$ cat src/rtl/regfile_cmd_pkg.sv
// Shared types and constants for the UART-driven register-file command controller.
// Optional read watchdog is enabled with the RD_TIMEOUT_EN macro.
package regfile_cmd_pkg;

  typedef enum logic [2:0] {
    IDLE    = 3'd0,
    WR_ADDR = 3'd1,
    WR_DATA = 3'd2,
    RD_ADDR = 3'd3,
    RD_WAIT = 3'd4,
    TX_SEND = 3'd5
  } state_t;

  localparam int          OP_WIDTH_D = 8;
  localparam int          ADDR_D     = 4;
  localparam logic [7:0]  WR_CMD_D   = 8'hAA;
  localparam logic [7:0]  RD_CMD_D   = 8'hBB;
  localparam int          RD_TIMEOUT = 16;

endpackage

$ cat src/rtl/rd_watchdog.sv
// Read-response watchdog: counts cycles while run is high.
// Only instantiated when RD_TIMEOUT_EN is defined.
module rd_watchdog
  import regfile_cmd_pkg::*;
#(
  parameter int LIMIT = RD_TIMEOUT
) (
  input  logic clk,
  input  logic rst,
  input  logic run,
  output logic expired
);

  localparam int W = $clog2(LIMIT);

  logic [W-1:0] cnt;

  // Held at zero outside the wait so every wait starts fresh.
  always_ff @(posedge clk or posedge rst) begin
    if (rst) begin
      cnt <= '0;
    end else if (run) begin
      cnt <= cnt + W'(1);
    end else begin
      cnt <= '0;
    end
  end

  assign expired = run && (cnt == W'(LIMIT - 1));

endmodule

$ cat src/rtl/regfile_cmd_ctrl.sv
// Decodes UART RX frames into register-file writes/reads and returns read data to TX.
// Define RD_TIMEOUT_EN to abort reads that get no response within 16 cycles.
module regfile_cmd_ctrl
  import regfile_cmd_pkg::*;
#(
  parameter int                  OP_WIDTH = OP_WIDTH_D,
  parameter int                  ADDR     = ADDR_D,
  parameter logic [OP_WIDTH-1:0] WR_CMD   = WR_CMD_D,
  parameter logic [OP_WIDTH-1:0] RD_CMD   = RD_CMD_D
) (
  input  logic                CLK,
  input  logic                RST,
  input  logic [OP_WIDTH-1:0] RX_P_DATA,
  input  logic                RX_D_VLD,
  input  logic [OP_WIDTH-1:0] RdData,
  input  logic                RdData_VLD,
  input  logic                TX_Busy,
  output logic                WrEn,
  output logic                RdEn,
  output logic [ADDR-1:0]     Address,
  output logic [OP_WIDTH-1:0] WrData,
  output logic [OP_WIDTH-1:0] TX_P_DATA,
  output logic                TX_D_VLD,
  output logic                CMD_ERR
);

  state_t state;
  state_t state_nx;

  logic                rd_tmo;
  logic                tmo_hit;
  logic                wr_en_nx;
  logic                rd_en_nx;
  logic [ADDR-1:0]     addr_nx;
  logic [OP_WIDTH-1:0] wdata_nx;
  logic [OP_WIDTH-1:0] txd_nx;
  logic                tx_vld_nx;
  logic                err_nx;

`ifdef RD_TIMEOUT_EN
  rd_watchdog #(
    .LIMIT (RD_TIMEOUT)
  ) u_wdog (
    .clk     (CLK),
    .rst     (RST),
    .run     (state == RD_WAIT),
    .expired (rd_tmo)
  );
`else
  assign rd_tmo = 1'b0;
`endif

  // A response arriving on the expiry cycle still wins.
  assign tmo_hit = rd_tmo && !RdData_VLD;

  always_ff @(posedge CLK or posedge RST) begin
    if (RST) begin
      state <= IDLE;
    end else begin
      state <= state_nx;
    end
  end

  always_comb begin
    state_nx = state;
    unique case (state)
      IDLE: begin
        if (RX_D_VLD) begin
          if (RX_P_DATA == WR_CMD) begin
            state_nx = WR_ADDR;
          end else if (RX_P_DATA == RD_CMD) begin
            state_nx = RD_ADDR;
          end
        end
      end
      WR_ADDR: begin
        if (RX_D_VLD) state_nx = WR_DATA;
      end
      WR_DATA: begin
        if (RX_D_VLD) state_nx = IDLE;
      end
      RD_ADDR: begin
        if (RX_D_VLD) state_nx = RD_WAIT;
      end
      RD_WAIT: begin
        if (tmo_hit) begin
          state_nx = IDLE;
        end else if (RdData_VLD) begin
          // Idle TX takes the byte at once; otherwise park in TX_SEND.
          state_nx = TX_Busy ? TX_SEND : IDLE;
        end
      end
      TX_SEND: begin
        if (!TX_Busy) state_nx = IDLE;
      end
      default: state_nx = IDLE;
    endcase
  end

  always_comb begin
    wr_en_nx  = 1'b0;
    rd_en_nx  = 1'b0;
    tx_vld_nx = 1'b0;
    err_nx    = 1'b0;
    addr_nx   = Address;
    wdata_nx  = WrData;
    txd_nx    = TX_P_DATA;
    unique case (state)
      IDLE: begin
        err_nx = RX_D_VLD
              && (RX_P_DATA != WR_CMD)
              && (RX_P_DATA != RD_CMD);
      end
      WR_ADDR: begin
        if (RX_D_VLD) addr_nx = RX_P_DATA[ADDR-1:0];
      end
      WR_DATA: begin
        if (RX_D_VLD) begin
          wdata_nx = RX_P_DATA;
          wr_en_nx = 1'b1;
        end
      end
      RD_ADDR: begin
        if (RX_D_VLD) begin
          addr_nx  = RX_P_DATA[ADDR-1:0];
          rd_en_nx = 1'b1;
        end
      end
      RD_WAIT: begin
        err_nx = RX_D_VLD || tmo_hit;
        if (!tmo_hit && RdData_VLD) begin
          txd_nx    = RdData;
          tx_vld_nx = !TX_Busy;
        end
      end
      TX_SEND: begin
        err_nx    = RX_D_VLD;
        tx_vld_nx = !TX_Busy;
      end
      default: begin
        err_nx = 1'b0;
      end
    endcase
  end

  always_ff @(posedge CLK or posedge RST) begin
    if (RST) begin
      WrEn      <= 1'b0;
      RdEn      <= 1'b0;
      Address   <= '0;
      WrData    <= '0;
      TX_P_DATA <= '0;
      TX_D_VLD  <= 1'b0;
      CMD_ERR   <= 1'b0;
    end else begin
      WrEn      <= wr_en_nx;
      RdEn      <= rd_en_nx;
      Address   <= addr_nx;
      WrData    <= wdata_nx;
      TX_P_DATA <= txd_nx;
      TX_D_VLD  <= tx_vld_nx;
      CMD_ERR   <= err_nx;
    end
  end

endmodule

$ cat config.mk
export PLATFORM = sky130hd
export DESIGN_NAME = regfile_cmd_ctrl
export DESIGN_NICKNAME = d
export VERILOG_FILES = /design/src/rtl/regfile_cmd_pkg.sv /design/src/rtl/rd_watchdog.sv /design/src/rtl/regfile_cmd_ctrl.sv
export SDC_FILE = /design/constraint.sdc
export NUM_CORES = 1
export LEC_CHECK = 0
export CORE_ASPECT_RATIO = 1.4
export CORE_UTILIZATION = 35
export CTS_CLUSTER_SIZE = 12
export DETAILED_ROUTE_END_ITERATION = 7
export PLACE_DENSITY_LB_ADDON = 0.05
export SLEW_MARGIN = 20
export SYNTH_ARGS = -nofsm -noshare
export SYNTH_HDL_FRONTEND = slang
export SYNTH_HIERARCHICAL = 1
export SYNTH_SLANG_ARGS = --single-unit
export TNS_END_PERCENT = 20
$ cat constraint.sdc
create_clock -name CLK -period 1.6 [get_ports CLK]
set_input_delay 0.48 -clock CLK [delete_from_list [all_inputs] [get_ports CLK]]
set_output_delay 0.48 -clock CLK [all_outputs]
set_load 0.005 [all_outputs]
# Yosys cells after proc, flatten, opt, wreduce, memory -nomap -nowiden
# Cells that the tools add are included.
[totals] reg_bits=27 latchBits=0 ramBits=0 mem_bits_ro=0 in_bits=21 output_inout_bits=24 elab_cells=50 n_memories=0
[classes] add_sub_neg=0 multipliers=0 n_div=0 order_cmp=0 eq_ne=16 n_shift=0 n_mux=16 bitwise=0 reduce_logical=10
[op_table] operator="2-to-1 mux 3 bit" count=9
[op_table] operator="case mux 3 bit (6 select lines)" count=1
[op_table] operator="== test 8 bit (second input constant)" count=2
[op_table] operator="inequality test 8 bit (second input constant)" count=2
[op_table] operator="inequality test 2 bit (second input constant)" count=6
[op_table] operator="AND reduction 7 bit" count=1
[op_table] operator="== test 3 x 2 -> 1 bit (second input constant)" count=2
[op_table] operator="== test 3 bit (second input constant)" count=2
[op_table] operator="AND reduction 2 bit" count=3
[op_table] operator="2-to-1 mux 1 bit" count=4
[op_table] operator="case mux 1 bit (2 select lines)" count=2
[op_table] operator="OR reduction 2 bit" count=2
[op_table] operator="== test 3 x 1 -> 1 bit (second input constant)" count=1
[op_table] operator="zero test 3 bit" count=1
[op_table] operator="inequality test 3 bit (second input constant)" count=1
[op_table] operator="logical AND 1 bit" count=2
[op_table] operator="zero test 1 bit" count=1

# Logic depth before layout (Yosys ltp)
# Gate-level depths: netlist (run 1).
[logic_depth] word_depth=5 mapped_depth=4 depth_no_buf=3

# Worst setup path before layout (run 1)
# OpenSTA, ideal clock, no wires.
[synth_path] path_type="reg-to-reg" start="register state[1]" end="register TX_P_DATA[2]" arrival_time_ns=1.318 t_required_ns=1.475 slack_ns=0.157 path_stages_with_launch=4 path_buffers=0 cell_sequence="dfrtp_1 -> nand2b_1 -> nor3b_4 -> mux2_2"
[synth_between] elab_chain_cells=2
[synth_rtl] element="start, declared" line_no="regfile_cmd_ctrl.sv:27" text="state_t state;"
[synth_rtl] element="start signal, assigned" line_no="regfile_cmd_ctrl.sv:60" text="state <= state_nx;"
[synth_rtl] element="== test 3 bit" line_no="regfile_cmd_ctrl.sv:108" text="unique case (state)"
[synth_rtl] element="AND reduction 2 bit (no source line)"
[synth_rtl] element="end signal, assigned" line_no="regfile_cmd_ctrl.sv:160" text="TX_P_DATA <= txd_nx;"
[synth_rtl] element="end, declared" line_no="regfile_cmd_ctrl.sv:22" text="output logic [OP_WIDTH-1:0] TX_P_DATA,"
# Every way passes these cells.
# A chain may end at the register's enable or synchronous reset.

# Final worst setup path (run 1)
[layout_path] start="input RX_P_DATA[6]" end="register state[0]"
[layout_between] elab_chain_cells=4 word_cells_on_any_way=7
[layout_rtl] element="start, declared" line_no="regfile_cmd_ctrl.sv:13" text="input logic [OP_WIDTH-1:0] RX_P_DATA,"
[layout_rtl] element="== test 8 bit" line_no="regfile_cmd_ctrl.sv:69" text="if (RX_P_DATA == WR_CMD) begin"
[layout_rtl] element="2-to-1 mux 3 bit" line_no="regfile_cmd_ctrl.sv:69"
[layout_rtl] element="2-to-1 mux 3 bit" line_no="regfile_cmd_ctrl.sv:68" text="if (RX_D_VLD) begin"
[layout_rtl] element="case mux 3 bit (6 select lines)" line_no="regfile_cmd_ctrl.sv:66" text="unique case (state)"
# Parallel ways exist; a longest one is shown, timed or not. The select of a mux whose other input is x is not followed.

==> impl_metrics.prom, run 1 <==
# TYPE chip_impl_metric gauge
chip_impl_metric{name="vias",unit=""} 869
chip_impl_metric{name="worst_case_setup_slack_after_placement",unit="ns"} -0.353
chip_impl_info{name="dominant_cells_by_area_after_synthesis",value="sky130_fd_sc_hd__dfrtp_1 61%, sky130_fd_sc_hd__mux2_2 18%, sky130_fd_sc_hd__nand2b_1 2.2%, sky130_fd_sc_hd__mux2_1 2.0%, sky130_fd_sc_hd__nor3b_4 1.7%"} 1
chip_impl_metric{name="first_pass_grt_wire_length",unit="mm"} 4.02
chip_impl_metric{name="chipWidth",unit="um"} 49.6
chip_impl_metric{name="cts.reportedPaths.clkPinSlew",unit="ns"} 0.09
chip_impl_metric{name="routed_wire_length_per_instance",unit="um"} 14.3
chip_impl_metric{name="first_global_vias",unit=""} 853
chip_impl_info{name="yosys.cell_count.top_type",value="sky130_fd_sc_hd__dfrtp_1"} 1
chip_impl_metric{name="synth.ff_latch_count",unit=""} 27
chip_impl_info{name="critical_path_source_type",value="primary input"} 1
chip_impl_metric{name="diodes",unit=""} 0
chip_impl_info{name="setup_repair_after_global_routing_missed_its_margin",value="yes"} 1
chip_impl_metric{name="groute.usage.overall",unit="%"} 16.0
chip_impl_metric{name="synth.cell_area",unit="sq um"} 1110
chip_impl_metric{name="power.static_leakage",unit="uW"} 0.000877
chip_impl_info{name="crit_path_cell_trace",value="clkdlybuf4s50_1 -> and4bb_2 -> a41oi_1 -> o41ai_1"} 1
chip_impl_metric{name="ys.warnings.count",unit=""} 6
chip_impl_metric{name="syn-instance-count",unit=""} 79
chip_impl_metric{name="crit_fanout",unit=""} 3
chip_impl_metric{name="firstDrtPassIters",unit=""} 2
chip_impl_metric{name="start_util",unit="%"} 37.9
chip_impl_metric{name="multiInputGateArea",unit="sq um"} 432
chip_impl_metric{name="number_of_flops_mapped_to_enable_cells_by_yosys",unit=""} 0
chip_impl_metric{name="power_per_cell_area",unit="nW/um^2"} 1450
chip_impl_info{name="synth_flop_cell",value="sky130_fd_sc_hd__dfrtp_1"} 1
chip_impl_metric{name="setup_viols_final",unit=""} 0
chip_impl_metric{name="cp_data_required_time",unit="ns"} 1.77
chip_impl_metric{name="design.portCount",unit=""} 45
chip_impl_metric{name="netlist.area_leader.share",unit="%"} 60.7
chip_impl_metric{name="synth_nets",unit=""} 100
chip_impl_metric{name="portBuffers",unit=""} 44
chip_impl_info{name="ys_top_cells_by_count",value="27 x sky130_fd_sc_hd__dfrtp_1, 18 x sky130_fd_sc_hd__mux2_2, 4 x sky130_fd_sc_hd__nand2b_1, 4 x sky130_fd_sc_hd__nor2_1"} 1
chip_impl_metric{name="drc",unit=""} 0
chip_impl_metric{name="layout.cells.non_filler",unit=""} 177
chip_impl_metric{name="share_of_post_route_cells_with_drive_strength_above_1",unit="%"} 29.3
chip_impl_metric{name="worst_slew_margin_rel",unit="%"} 74.7
chip_impl_metric{name="timing.clock.skew",unit="ns"} 0.00320
chip_impl_metric{name="setup_slack",unit="ns"} 0.0294
chip_impl_metric{name="post_cts.repair.setup_buffers",unit=""} 0
chip_impl_metric{name="synth_async_sr_flop_share",unit="%"} 100
chip_impl_metric{name="globalRoute.totalOverflow",unit=""} 0
chip_impl_metric{name="floorplan.rows",unit=""} 23
chip_impl_metric{name="core_area",unit="sq um"} 2940
chip_impl_metric{name="ir_worst_vdd",unit="uV"} 868
chip_impl_info{name="clock_tree.root_cell",value="sky130_fd_sc_hd__clkbuf_8"} 1
chip_impl_info{name="slowest_stage_cell_cp",value="sky130_fd_sc_hd__clkdlybuf4s50_1"} 1
chip_impl_metric{name="areaGrowthSynthToFinish",unit="%"} 58.0
chip_impl_metric{name="routabilityCongestion",unit=""} 0.723
chip_impl_metric{name="delay_contributed_by_the_slowest_stage_of_the_critical_path",unit="ns"} 0.43
chip_impl_metric{name="via_count_normalized_by_instance_count",unit=""} 4.91
chip_impl_metric{name="ant_nets",unit=""} 0
chip_impl_metric{name="hpwl_after_detailed_placement",unit="mm"} 1.84
chip_impl_metric{name="pin_count_of_the_biggest_net_entering_global_routing",unit=""} 28
chip_impl_metric{name="post-layout-total-power",unit="uW"} 2550
chip_impl_metric{name="final-seq-area",unit="sq um"} 676
chip_impl_metric{name="antenna_found_initial",unit=""} 0
chip_impl_info{name="worst_path_dominant_cell_family",value="compound AO/OA/AOI/OAI gates"} 1
chip_impl_info{name="yosysTopAreaCell",value="sky130_fd_sc_hd__dfrtp_1"} 1
chip_impl_info{name="clock_tree_from_tritoncts",value="yes"} 1
chip_impl_metric{name="fin_crit_sh",unit="%"} 98.2
chip_impl_metric{name="maxCapViolCount",unit=""} 0
chip_impl_metric{name="detailedRoute.firstIterationViolations",unit=""} 8
chip_impl_info{name="setup.worst_path.class",value="in2reg"} 1
chip_impl_metric{name="cts_resized",unit=""} 21
chip_impl_metric{name="syn_avg_cell_area",unit="sq um"} 14.1
chip_impl_metric{name="die_height",unit="um"} 68.7
chip_impl_metric{name="critPathBufInv",unit=""} 1
chip_impl_metric{name="cts.hold.buffers_added",unit=""} 0
chip_impl_metric{name="h-tree-depth",unit=""} 1
chip_impl_metric{name="layout_min_cycle_time",unit="ns"} 1.57
chip_impl_info{name="run_status",value="completed"} 1
chip_impl_metric{name="final-hold-violation-count",unit=""} 0
chip_impl_metric{name="fmax",unit="MHz"} 637
chip_impl_metric{name="clock_sinks",unit=""} 27
chip_impl_metric{name="final.setup.tns",unit="ns"} 0
chip_impl_metric{name="cts_made_buffers",unit=""} 3
chip_impl_metric{name="die_area",unit="sq um"} 3410
chip_impl_metric{name="worst_skew_pair.late_latency",unit="ns"} 0.27
chip_impl_metric{name="tightestPinTransition",unit="ns"} 0.380
chip_impl_info{name="tightest_hold_check_type",value="reg2reg"} 1
chip_impl_metric{name="final_core_utilization",unit="%"} 59.9
chip_impl_metric{name="fill_cells",unit=""} 268
chip_impl_metric{name="nNetsFinal",unit=""} 162
chip_impl_metric{name="post_synthesis_cell_type_count",unit=""} 25
chip_impl_metric{name="drt-total-wl",unit="mm"} 2.54
chip_impl_info{name="timing.critical_path.to_type",value="flip-flop"} 1
chip_impl_metric{name="clockBufferDepth",unit=""} 2
chip_impl_metric{name="post-place-cells",unit=""} 173
chip_impl_metric{name="final_number_of_max_transition_violations",unit=""} 0
chip_impl_metric{name="worst_ep_arrival_time",unit="ns"} 1.74
chip_impl_metric{name="yosysSeqAreaShare",unit="%"} 60.7
==> logic make-up after synthesis <==
kind of cell / after synthesis / synth area share (%)
muxes: 20 / 20.2
and+or+nand+nor: 19 / 11.5
buffers and inverters: 4 / 1.58
AOI/OAI and AO/OA: 8 / 5.17
DFF: 27 / 60.7
xor gates and xnor gates: 1 / 0.788
==> final cells by class <==
type,count,share of cell area [%]
clock inverter,1,0.285
tap,37,2.63
timing repair buffer,59,31.3
clock buffer,3,2.35
multi-input combinational,48,24.6
sequential,27,38.4
inverter,2,0.427
==> flip-flops by register name, summed over array words and instances (netlist names) <==
register	cells
WrData	8
CMD_ERR	1
TX_D_VLD	1
RdEn	1
WrEn	1
state	3
Address	4
TX_P_DATA	8
==> stage by stage <==
stage / hold WS (ns) / area [sq um]
after floorplan: 0.483 / 1110
after global placement: 0.467 / 1710
after detailed placement: 0.481 / 1710
after CTS: 0.497 / 1740
after global routing: 0.523 / 1760
final: 0.491 / 1760
==> where the power goes <==
| part | switching, uW | internal (uW) |
|---|---|---|
| clock | 210 | 174 |
| sequential | 156 | 976 |
| combinational | 362 | 666 |
==> worst paths after layout <==
kind / end / from / slack, ns / cells after the start
worst max register to register: WrData[6] / state[2] / 0.12 / 4
min in group asynchronous: TX_P_DATA[4] / RST / 0.55 / 3
max in group asynchronous: state[0] / RST / 0.79 / 3
worst min register to register: TX_P_DATA[0] / TX_P_DATA[0] / 0.49 / 1
worst min-delay path: TX_P_DATA[0] / TX_P_DATA[0] / 0.49 / 1
worst max-delay path: state[0] / RX_P_DATA[6] / 0.03 / 4
==> cell usage in the layout, fill, tap and decap left out, types with 2 or more instances in the layout <==
cell,instances
sky130_fd_sc_hd__nor3_1,2
sky130_fd_sc_hd__buf_4,14
sky130_fd_sc_hd__mux2_1,2
sky130_fd_sc_hd__clkbuf_8,3
sky130_fd_sc_hd__dlygate4sd2_1,20
sky130_fd_sc_hd__mux2_2,18
sky130_fd_sc_hd__inv_1,2
sky130_fd_sc_hd__nor2_1,4
sky130_fd_sc_hd__clkdlybuf4s50_1,20
sky130_fd_sc_hd__a21oi_1,2
sky130_fd_sc_hd__dlymetal6s2s_1,4
sky130_fd_sc_hd__nand2b_1,4
sky130_fd_sc_hd__dfrtp_1,27
==> per-layer routing <==
| layer | GRT usage [%] | vias to the layer above | part of all wire (%) |
|---|---|---|---|
| met4 | 9.64 | 0 | 1.5 |
| li1 | - | 408 | - |
| met3 | 1.97 | 4 | 5.3 |
| met1 | 18.0 | 426 | 41 |
| met5 | 0 | - | 0 |
| met2 | 29.1 | 31 | 52 |
No activity file was read; power rests on OpenSTA's default activity.
==> inputs of run 2 (changes only) <==
--- a/config.mk
+++ b/config.mk
@@ -6,11 +6,11 @@
 export NUM_CORES = 1
 export LEC_CHECK = 0
 export CORE_ASPECT_RATIO = 1.4
+export CORE_MARGIN = 1.5
 export CORE_UTILIZATION = 35
 export CTS_CLUSTER_SIZE = 12
 export DETAILED_ROUTE_END_ITERATION = 7
 export PLACE_DENSITY_LB_ADDON = 0.05
-export SLEW_MARGIN = 20
 export SYNTH_ARGS = -nofsm -noshare
 export SYNTH_HDL_FRONTEND = slang
 export SYNTH_HIERARCHICAL = 1
==> impl_metrics.prom, run 2 (synthesis results as in run 1) <==
# TYPE chip_impl_metric gauge
chip_impl_info{name="run_status",value="completed"} 1
chip_impl_metric{name="routabilityCongestion",unit=""} 0.709
chip_impl_metric{name="firstDrtPassIters",unit=""} 2
chip_impl_metric{name="globalRoute.totalOverflow",unit=""} 0
chip_impl_metric{name="hpwl_after_detailed_placement",unit="mm"} 1.72
chip_impl_info{name="reg_top3",value="TX_P_DATA x8, WrData x8, Address x4"} 1
chip_impl_metric{name="cts.reportedPaths.clkPinSlew",unit="ns"} 0.09
chip_impl_info{name="clock_tree.root_cell",value="sky130_fd_sc_hd__clkbuf_8"} 1
chip_impl_metric{name="worst_skew_pair.late_latency",unit="ns"} 0.27
chip_impl_metric{name="worst_ep_arrival_time",unit="ns"} 1.70
chip_impl_metric{name="ir_worst_vdd",unit="uV"} 1090
chip_impl_metric{name="h-tree-depth",unit=""} 1
chip_impl_metric{name="drt-total-wl",unit="mm"} 2.33
chip_impl_metric{name="first_pass_grt_wire_length",unit="mm"} 3.97
chip_impl_metric{name="areaGrowthSynthToFinish",unit="%"} 55.6
chip_impl_info{name="worst_path_dominant_cell_family",value="compound AO/OA/AOI/OAI gates"} 1
chip_impl_metric{name="core_area",unit="sq um"} 3060
chip_impl_metric{name="diodes",unit=""} 0
chip_impl_metric{name="die_area",unit="sq um"} 3530
chip_impl_metric{name="power_per_cell_area",unit="nW/um^2"} 1450
chip_impl_metric{name="detail_route.wirelength.met1",unit="um"} 950
chip_impl_metric{name="delay_contributed_by_the_slowest_stage_of_the_critical_path",unit="ns"} 0.42
chip_impl_info{name="tightest_hold_check_type",value="reg2reg"} 1
chip_impl_metric{name="clockBufferDepth",unit=""} 2
chip_impl_metric{name="pin_count_of_the_biggest_net_entering_global_routing",unit=""} 28
chip_impl_metric{name="met3WireLength",unit="um"} 160
chip_impl_info{name="top_signal_layer_used",value="met4"} 1
chip_impl_metric{name="final_core_utilization",unit="%"} 56.5
chip_impl_metric{name="via_count_normalized_by_instance_count",unit=""} 4.82
chip_impl_metric{name="first_global_vias",unit=""} 869
chip_impl_info{name="crit_path_cell_trace",value="clkdlybuf4s50_1 -> and4bb_2 -> a41oi_1 -> o41ai_1"} 1
chip_impl_metric{name="critPathBufInv",unit=""} 1
chip_impl_metric{name="clock_sinks",unit=""} 27
chip_impl_metric{name="nNetsFinal",unit=""} 157
chip_impl_info{name="timing.critical_path.to_type",value="flip-flop"} 1
chip_impl_metric{name="detailedRoute.firstIterationViolations",unit=""} 16
chip_impl_metric{name="setup_viols_final",unit=""} 0
chip_impl_metric{name="cp_data_required_time",unit="ns"} 1.77
chip_impl_metric{name="cts_made_buffers",unit=""} 3
chip_impl_metric{name="tightestPinTransition",unit="ns"} 0.398
chip_impl_metric{name="final_number_of_max_transition_violations",unit=""} 0
chip_impl_metric{name="maxCapViolCount",unit=""} 0
chip_impl_metric{name="chipWidth",unit="um"} 50.6
chip_impl_metric{name="fin_crit_sh",unit="%"} 95.5
chip_impl_info{name="mostFrequentLayoutCells",value="27 x sky130_fd_sc_hd__dfrtp_1, 20 x sky130_fd_sc_hd__clkdlybuf4s50_1, 18 x sky130_fd_sc_hd__mux2_2, 18 x sky130_fd_sc_hd__dlygate4sd2_1, 9 x sky130_fd_sc_hd__buf_4"} 1
chip_impl_metric{name="share_of_post_route_cells_with_drive_strength_above_1",unit="%"} 26.7
chip_impl_metric{name="cts.hold.buffers_added",unit=""} 0
chip_impl_metric{name="final-hold-violation-count",unit=""} 0
chip_impl_metric{name="power.static_leakage",unit="uW"} 0.000872
chip_impl_metric{name="post_cts.repair.setup_buffers",unit=""} 0
chip_impl_metric{name="drc",unit=""} 0
chip_impl_metric{name="die_height",unit="um"} 69.7
chip_impl_info{name="clock_tree_from_tritoncts",value="yes"} 1
chip_impl_metric{name="portBuffers",unit=""} 44
chip_impl_metric{name="antenna_found_initial",unit=""} 0
chip_impl_metric{name="hold-worst-slack",unit="ns"} 0.487
chip_impl_metric{name="ant_nets",unit=""} 0
chip_impl_info{name="setup_repair_after_global_routing_missed_its_margin",value="no"} 1
chip_impl_metric{name="r2r_slack",unit="ns"} 0.14
chip_impl_info{name="setup.worst_path.class",value="in2reg"} 1
chip_impl_metric{name="detailroute.wirelength.met2",unit="mm"} 1.18
chip_impl_info{name="critical_path_source_type",value="primary input"} 1
chip_impl_metric{name="groute.usage.overall",unit="%"} 14.5
chip_impl_metric{name="vias",unit=""} 839
chip_impl_info{name="slowest_stage_cell_cp",value="sky130_fd_sc_hd__clkdlybuf4s50_1"} 1
chip_impl_metric{name="crit_fanout",unit=""} 3
chip_impl_metric{name="timing.clock.skew",unit="ns"} 0.00455
chip_impl_metric{name="design.portCount",unit=""} 45
chip_impl_metric{name="routed_wire_length_per_instance",unit="um"} 13.4
chip_impl_metric{name="worst_slew_margin_rel",unit="%"} 73.4
chip_impl_info{name="layout.cells.most_common",value="sky130_fd_sc_hd__dfrtp_1"} 1
chip_impl_metric{name="start_util",unit="%"} 36.3
chip_impl_metric{name="fmax",unit="MHz"} 655
chip_impl_metric{name="layout_min_cycle_time",unit="ns"} 1.53
chip_impl_metric{name="floorplan.rows",unit=""} 24
chip_impl_metric{name="fill_cells",unit=""} 288
[run 2: cell types whose count changed in the layout (fill, tap and decap cells not counted), sizes merged]
cell,change
buf,-5
dlygate4sd2,-2
dlymetal6s2s,+2
[run 2: path summary, 6_finish.rpt]
| check | from | end | depth (start not counted) |
|---|---|---|---|
| setup / recovery | RX_P_DATA[2] | state[0] | 4 |
| hold / removal | TX_P_DATA[0] | TX_P_DATA[0] | 1 |
| setup reg to reg | state[1] | TX_P_DATA[5] | 4 |
| hold reg to reg | TX_P_DATA[0] | TX_P_DATA[0] | 1 |
| max in group asynchronous | RST | WrData[7] | 3 |
| min in group asynchronous | RST | state[0] | 3 |
[run 2: routing by layer]
metal	global-route usage (%)	vias to the layer above
li1	-	397
met1	18.8	408
met5	0	-
met3	3.23	4
met4	5.41	0
met2	23.5	30
[run 2: where the power goes]
group	internal [uW]	switching [uW]
combinational	646	354
sequential	975	145
clock	175	211
[run 2: cell type report]
class,count,area [sq um],share of cell area [%]
Tap cell,39,48.8,2.82
Multi-Input combinational cell,48,432,24.9
Inverter,2,7.51,0.434
Sequential cell,27,676,39.0
Clock buffer,3,41.3,2.39
Timing Repair Buffer,54,520,30.1
Clock inverter,1,5.00,0.289
[run 2: through the flow]
step / cells / setup TNS (ns) / cell area [sq um] / setup WS [ns] / power (uW)
3_3_place_gp: 170 / -4.16 / 1680 / -0.210 / 2300
3_5_place_dp: 170 / -4.36 / 1680 / -0.235 / 2320
6_report: 174 / 0 / 1730 / 0.0724 / 2510
2_1_floorplan: 79 / 0 / 1110 / 0.157 / 1600
4_1_cts: 174 / 0 / 1700 / 0.00246 / 2550
5_1_grt: 174 / 0 / 1730 / 0.0126 / 2700
[run 2: timing repair]
item	in CTS	in global routing
pin swaps	0	1
resized for setup	18	8
setup endpoints to repair	18	16
==> inputs of run 3 (changes only) <==
--- a/config.mk
+++ b/config.mk
@@ -11,6 +11,7 @@
 export CTS_CLUSTER_SIZE = 12
 export DETAILED_ROUTE_END_ITERATION = 7
 export PLACE_DENSITY_LB_ADDON = 0.05
+export SLEW_MARGIN = 20
 export SYNTH_ARGS = -nofsm -noshare
 export SYNTH_HDL_FRONTEND = slang
 export SYNTH_HIERARCHICAL = 1
==> results of run 3 <==
Same layout as run 2: the final DEF is identical, and so are final timing and power.
==> RTL change 1: new RTL, config.mk and constraints of run 1 <==
Re-encode `state_t` (6 states) as one-hot, 6 bits wide.
--- a/src/rtl/regfile_cmd_pkg.sv
+++ b/src/rtl/regfile_cmd_pkg.sv
@@ -2,13 +2,13 @@
 // Optional read watchdog is enabled with the RD_TIMEOUT_EN macro.
 package regfile_cmd_pkg;
 
-  typedef enum logic [2:0] {
-    IDLE    = 3'd0,
-    WR_ADDR = 3'd1,
-    WR_DATA = 3'd2,
-    RD_ADDR = 3'd3,
-    RD_WAIT = 3'd4,
-    TX_SEND = 3'd5
+  typedef enum logic [5:0] {
+    IDLE    = 6'b000001,
+    WR_ADDR = 6'b000010,
+    WR_DATA = 6'b000100,
+    RD_ADDR = 6'b001000,
+    RD_WAIT = 6'b010000,
+    TX_SEND = 6'b100000
   } state_t;
 
   localparam int          OP_WIDTH_D = 8;
Function: same outputs for any inputs over 10 cycles, from zero or initial values and one cycle with RST high; not proved beyond that.
==> RTL change 1 against run 1 <==
Fmax increased by 1.8%. Synthesized area up 24%. Sequential cell count up 3. Cell area is 20% higher. Synthesized cell count rose by 38%. Global-route usage grew 1.7 points. Cell count increased by 24%. Setup slack improved by 28 ps. Core utilization is 2.8 points lower. Routed wire length up 28%. Worst hold slack worse by 130 ps. Critical endpoint is now Address[0]$_DFFE_PP0P_.
Power is not compared: it rests on default switching activity, and its combinational part moved more than twofold at a synthesized area within 25%.
==> RTL change 1: results (changes against run 1) <==
largest net degree at the start of global routing 13 (was 28); Critical R2R Capture TX_P_DATA[0]$_DFFE_PP0P_ (was WrData[6]$_DFFE_PP0P_); Placed Area 2010 um^2 (was 1710 um^2); H-tree level count 2 (was 1); final HPWL from detailed placement 2.47 mm (was 1.84 mm); Synth Area in XOR/XNOR 1.90% (was 0.787%); Reg-to-Reg Start state[3]$_DFFE_PP0P_ (was state[2]$_DFFE_PP0P_); Yosys cell types 36 (was 25); mux contribution to synthesized area 16.3% (was 20.2%); Clock Latency Late Sink 290 ps (was 270 ps); Hold Path Class in2async (was reg2reg); status completed (unchanged); GRT Overall Usage 17.7% (was 16.0%); layout cells sized above 1 34.5% (was 29.3%); Rel. slew slack 76.7% (was 74.7%); top post-synthesis cells by count dfrtp_1 (29), mux2_2 (20), nand3_1 (4), nor2_1 (4), nor3_1 (4) (was dfrtp_1 (27), mux2_2 (18), nand2b_1 (4), nor2_1 (4)); syn_nets 130 (was 100); met2 Use GR 29.8% (was 29.1%); first-pass GRT wire length 5.20 mm (was 4.02 mm); WP data arrival 1710 ps (was 1740 ps); TritonCTS buffer count 5 (was 3); CP startpoint RX_D_VLD (was RX_P_DATA[6]); R2R cell count 4 (unchanged); max incr delay on CP 470 ps (was 430 ps); met2 WL post-DR 1.75 mm (was 1.32 mm); post-route minimum period 1540 ps (was 1570 ps); fillcell total 348 (was 268); Avg WL per Cell 14.9 um (was 14.3 um); CP max FO 4 (was 3); 1st-pass router iterations 4 (was 2); via count 1,094 (was 869); Fin Clk Skew 9.13 ps (was 3.20 ps); Final nets 197 (was 162); DR WL met3 145 um (was 134 um); compound-cell area share of the yosys netlist 4.71% (was 5.17%); number of global-route vias before repair 1,150 (was 853); Place WS -358 ps (was -353 ps); DR iter-0 viols 6 (was 8); smallest hold slack 366 ps (was 491 ps); multi-input logic area 613 um^2 (was 432 um^2); CP endpoint Address[0]$_DFFE_PP0P_ (was state[0]$_DFFE_PP0P_); biggest regs TX_P_DATA: 8 flops, WrData: 8 flops, state: 6 flops (was TX_P_DATA: 8 flops, WrData: 8 flops, Address: 4 flops); Avg Cell Area, Syn 12.7 um^2 (was 14.1 um^2); Placed Cells incl. Taps 210 (was 173); GRT met3 Usage 5.39% (was 1.97%); Top Family by Delay on Critical Path buffers and inverters (was compound AO/OA/AOI/OAI gates); Worst R2R Setup Slack 90 ps (was 120 ps); Metal-1 WL 1.29 mm (was 1.05 mm); met1 Use GR 18.8% (was 18.0%)
## RTL change 1: changes by cell type after synthesis, sizes merged, moves of 3 or more
cell | run 1 | this run
buf | 2 | 5
nand2b | 4 | 1
nor3 | 2 | 5
nand4 | 0 | 4
nand3 | 1 | 5
## RTL change 1: final cells by class
cell class,count,share of cell area [%]
flip-flops and latches,30,35.6
multi-input cells,72,29.0
repair buffers,65,28.1
clock buffers,6,3.90
well taps,42,2.48
clock inverters,2,0.591
inverters,2,0.355
## RTL change 1: what timing repair did
item,CTS,global route
buffers inserted,1,0
resized for setup,23,7
setup endpoints to repair,24,14
pin swaps,1,1
gates cloned,0,0
## RTL change 1: power groups by stage
stage          combinational [mW]  sequential, mW  clock (mW)
5_1_grt                     0.132           0.763       0.693
6_report                    0.122           0.763       0.639
3_3_place_gp                0.120           0.777           0
4_1_cts                     0.124           0.763       0.663
2_1_floorplan              0.0315           0.776           0
3_5_place_dp                0.123           0.777           0
==> RTL change 2: new RTL, config.mk and constraints of run 1 <==
Made on the original files. `ADDR_D`: 4 -> 3.
--- a/src/rtl/regfile_cmd_pkg.sv
+++ b/src/rtl/regfile_cmd_pkg.sv
@@ -12,7 +12,7 @@
   } state_t;
 
   localparam int          OP_WIDTH_D = 8;
-  localparam int          ADDR_D     = 4;
+  localparam int          ADDR_D     = 3;
   localparam logic [7:0]  WR_CMD_D   = 8'hAA;
   localparam logic [7:0]  RD_CMD_D   = 8'hBB;
   localparam int          RD_TIMEOUT = 16;
Ports: changed (resized Address); port bits go from 45 to 44. No check against the original RTL was run, so the function may have changed too.
==> RTL change 2 against run 1 <==
Register-to-register slack worse by 20 ps. Routed wire length down 9.4%. Setup slack better by 16 ps. Synthesized area fell by 4.2%. Cell area decreased by 1.6%. Total power decreased by 2.4%. Clock skew increased by 1.9 ps. Sequential cell count decreased by 1.
==> RTL change 2: results (changes against run 1) <==
status completed (unchanged); DR iter-0 viols 11 (was 8); layout cells sized above 1 31.8% (was 29.3%); GP Congestion 0.714 (was 0.723); WP data arrival 1070 ps (was 1740 ps); sequential fraction of the synthesis area 61.0% (was 60.7%); fin cells 169 (was 177); final HPWL from detailed placement 1.65 mm (was 1.84 mm); 1st-pass router iterations 2 (unchanged); largest net degree at the start of global routing 27 (was 28); Fin Clk Skew 5.12 ps (was 3.20 ps); syn_nets 96 (was 100); top post-synthesis cells by count dfrtp_1 (26), mux2_2 (19), nor2_1 (4) (was dfrtp_1 (27), mux2_2 (18), nand2b_1 (4), nor2_1 (4)); GRT Overall Usage 15.6% (was 16.0%); first-pass GRT wire length 3.85 mm (was 4.02 mm); Top Family by Delay on Critical Path buffers and inverters (was compound AO/OA/AOI/OAI gates); sw frac 27.9% (was 28.6%); leakage power 0.882 nW (was 0.877 nW); VDD IR max 635 uV (was 868 uV); Final nets 155 (was 162); Yosys cell types 24 (was 25); biggest regs TX_P_DATA: 8 flops, WrData: 8 flops (was TX_P_DATA: 8 flops, WrData: 8 flops, Address: 4 flops); Vias/cell 4.85 (was 4.91); Avg Cell Area, Syn 14.2 um^2 (was 14.1 um^2); IO Port Bufs 43 (was 44); max incr delay on CP 490 ps (was 430 ps); Synth area leaders dfrtp_1 (61%), mux2_2 (20%), a31oi_1 (1.8%) (was dfrtp_1 (61%), mux2_2 (18%), nand2b_1 (2.2%)); Avg WL per Cell 13.6 um (was 14.3 um); number of global-route vias before repair 830 (was 853); Worst Tran Pin Value 404 ps (was 380 ps)
## RTL change 2: changes by cell type in the layout (fill, tap and decap cells not counted), moves of 2 or more
cell | run 1 | this run
dlygate4sd2_1 | 20 | 12
a21oi_1 | 2 | 0
a31oi_1 | 0 | 3
mux2_1 | 2 | 0
buf_4 | 14 | 10
nand2b_1 | 4 | 0
dlymetal6s2s_1 | 4 | 10
buf_6 | 0 | 2
## RTL change 2: path summary, 6_finish.rpt
check / from / endpoint / slack (ps)
worst min-delay path: Address[2]$_DFFE_PP0P_ / Address[2]$_DFFE_PP0P_ / 500
min in group asynchronous: RST / WrData[1]$_DFFE_PP0P_ / 570
worst min register to register: Address[2]$_DFFE_PP0P_ / Address[2]$_DFFE_PP0P_ / 500
worst max register to register: state[1]$_DFFE_PP0P_ / TX_P_DATA[3]$_DFFE_PP0P_ / 100
worst max-delay path: WrEn$_DFF_PP0_ / WrEn / 50
max in group asynchronous: RST / state[0]$_DFFE_PP0P_ / 770
## RTL change 2: stage by stage
step	area [um^2]	power (mW)	util [%]	setup slack, ps
after floorplan	1070	1.54	-	119
after global placement	1640	2.21	56.9	-370
after detailed placement	1640	2.25	56.9	-386
after CTS	1700	2.55	59.0	0.00500
after global routing	1730	2.67	60.1	6.70
final	1730	2.48	60.1	45.8
## RTL change 2: timing repair
action	in CTS	in global routing
pin swaps	0	1
setup endpoints to repair	20	11
hold buffers	0	0
gates cloned	1	0
gates resized for setup	20	11
## RTL change 2: logic make-up after synthesis
logic type	synth area share, %
compound gates	6.22
xor+xnor	0.822
buf+inv	1.53
flops	61.0
mux	20.1
simple gates	10.3
## RTL change 2: power by group through the flow
stage	Clock, mW	Sequential, mW	Combinational, mW
finish	0.349	1.10	1.03
CTS	0.366	1.11	1.07
detailed placement	0	1.12	1.12
global placement	0	1.11	1.10
global route	0.391	1.15	1.12
floorplan	0	1.11	0.433
## RTL change 2: cell type report
type | count | area, um^2
Tap cell | 37 | 46.3
Sequential cell | 26 | 651
Timing Repair Buffer | 56 | 558
Multi-Input combinational cell | 45 | 425
Clock buffer | 3 | 41.3
Fill cell | 248 | 1150
Inverter | 2 | 7.51
## RTL change 2: metal layers
metal	wire length (um)	part of all wire, %	track usage [%]	up-vias
met3	125	5.4	3.38	2
li1	-	-	-	391
met5	0	0	0	-
met2	1220	53	27.4	29
met1	933	41	18.9	398
met4	18	0.78	5.51	0
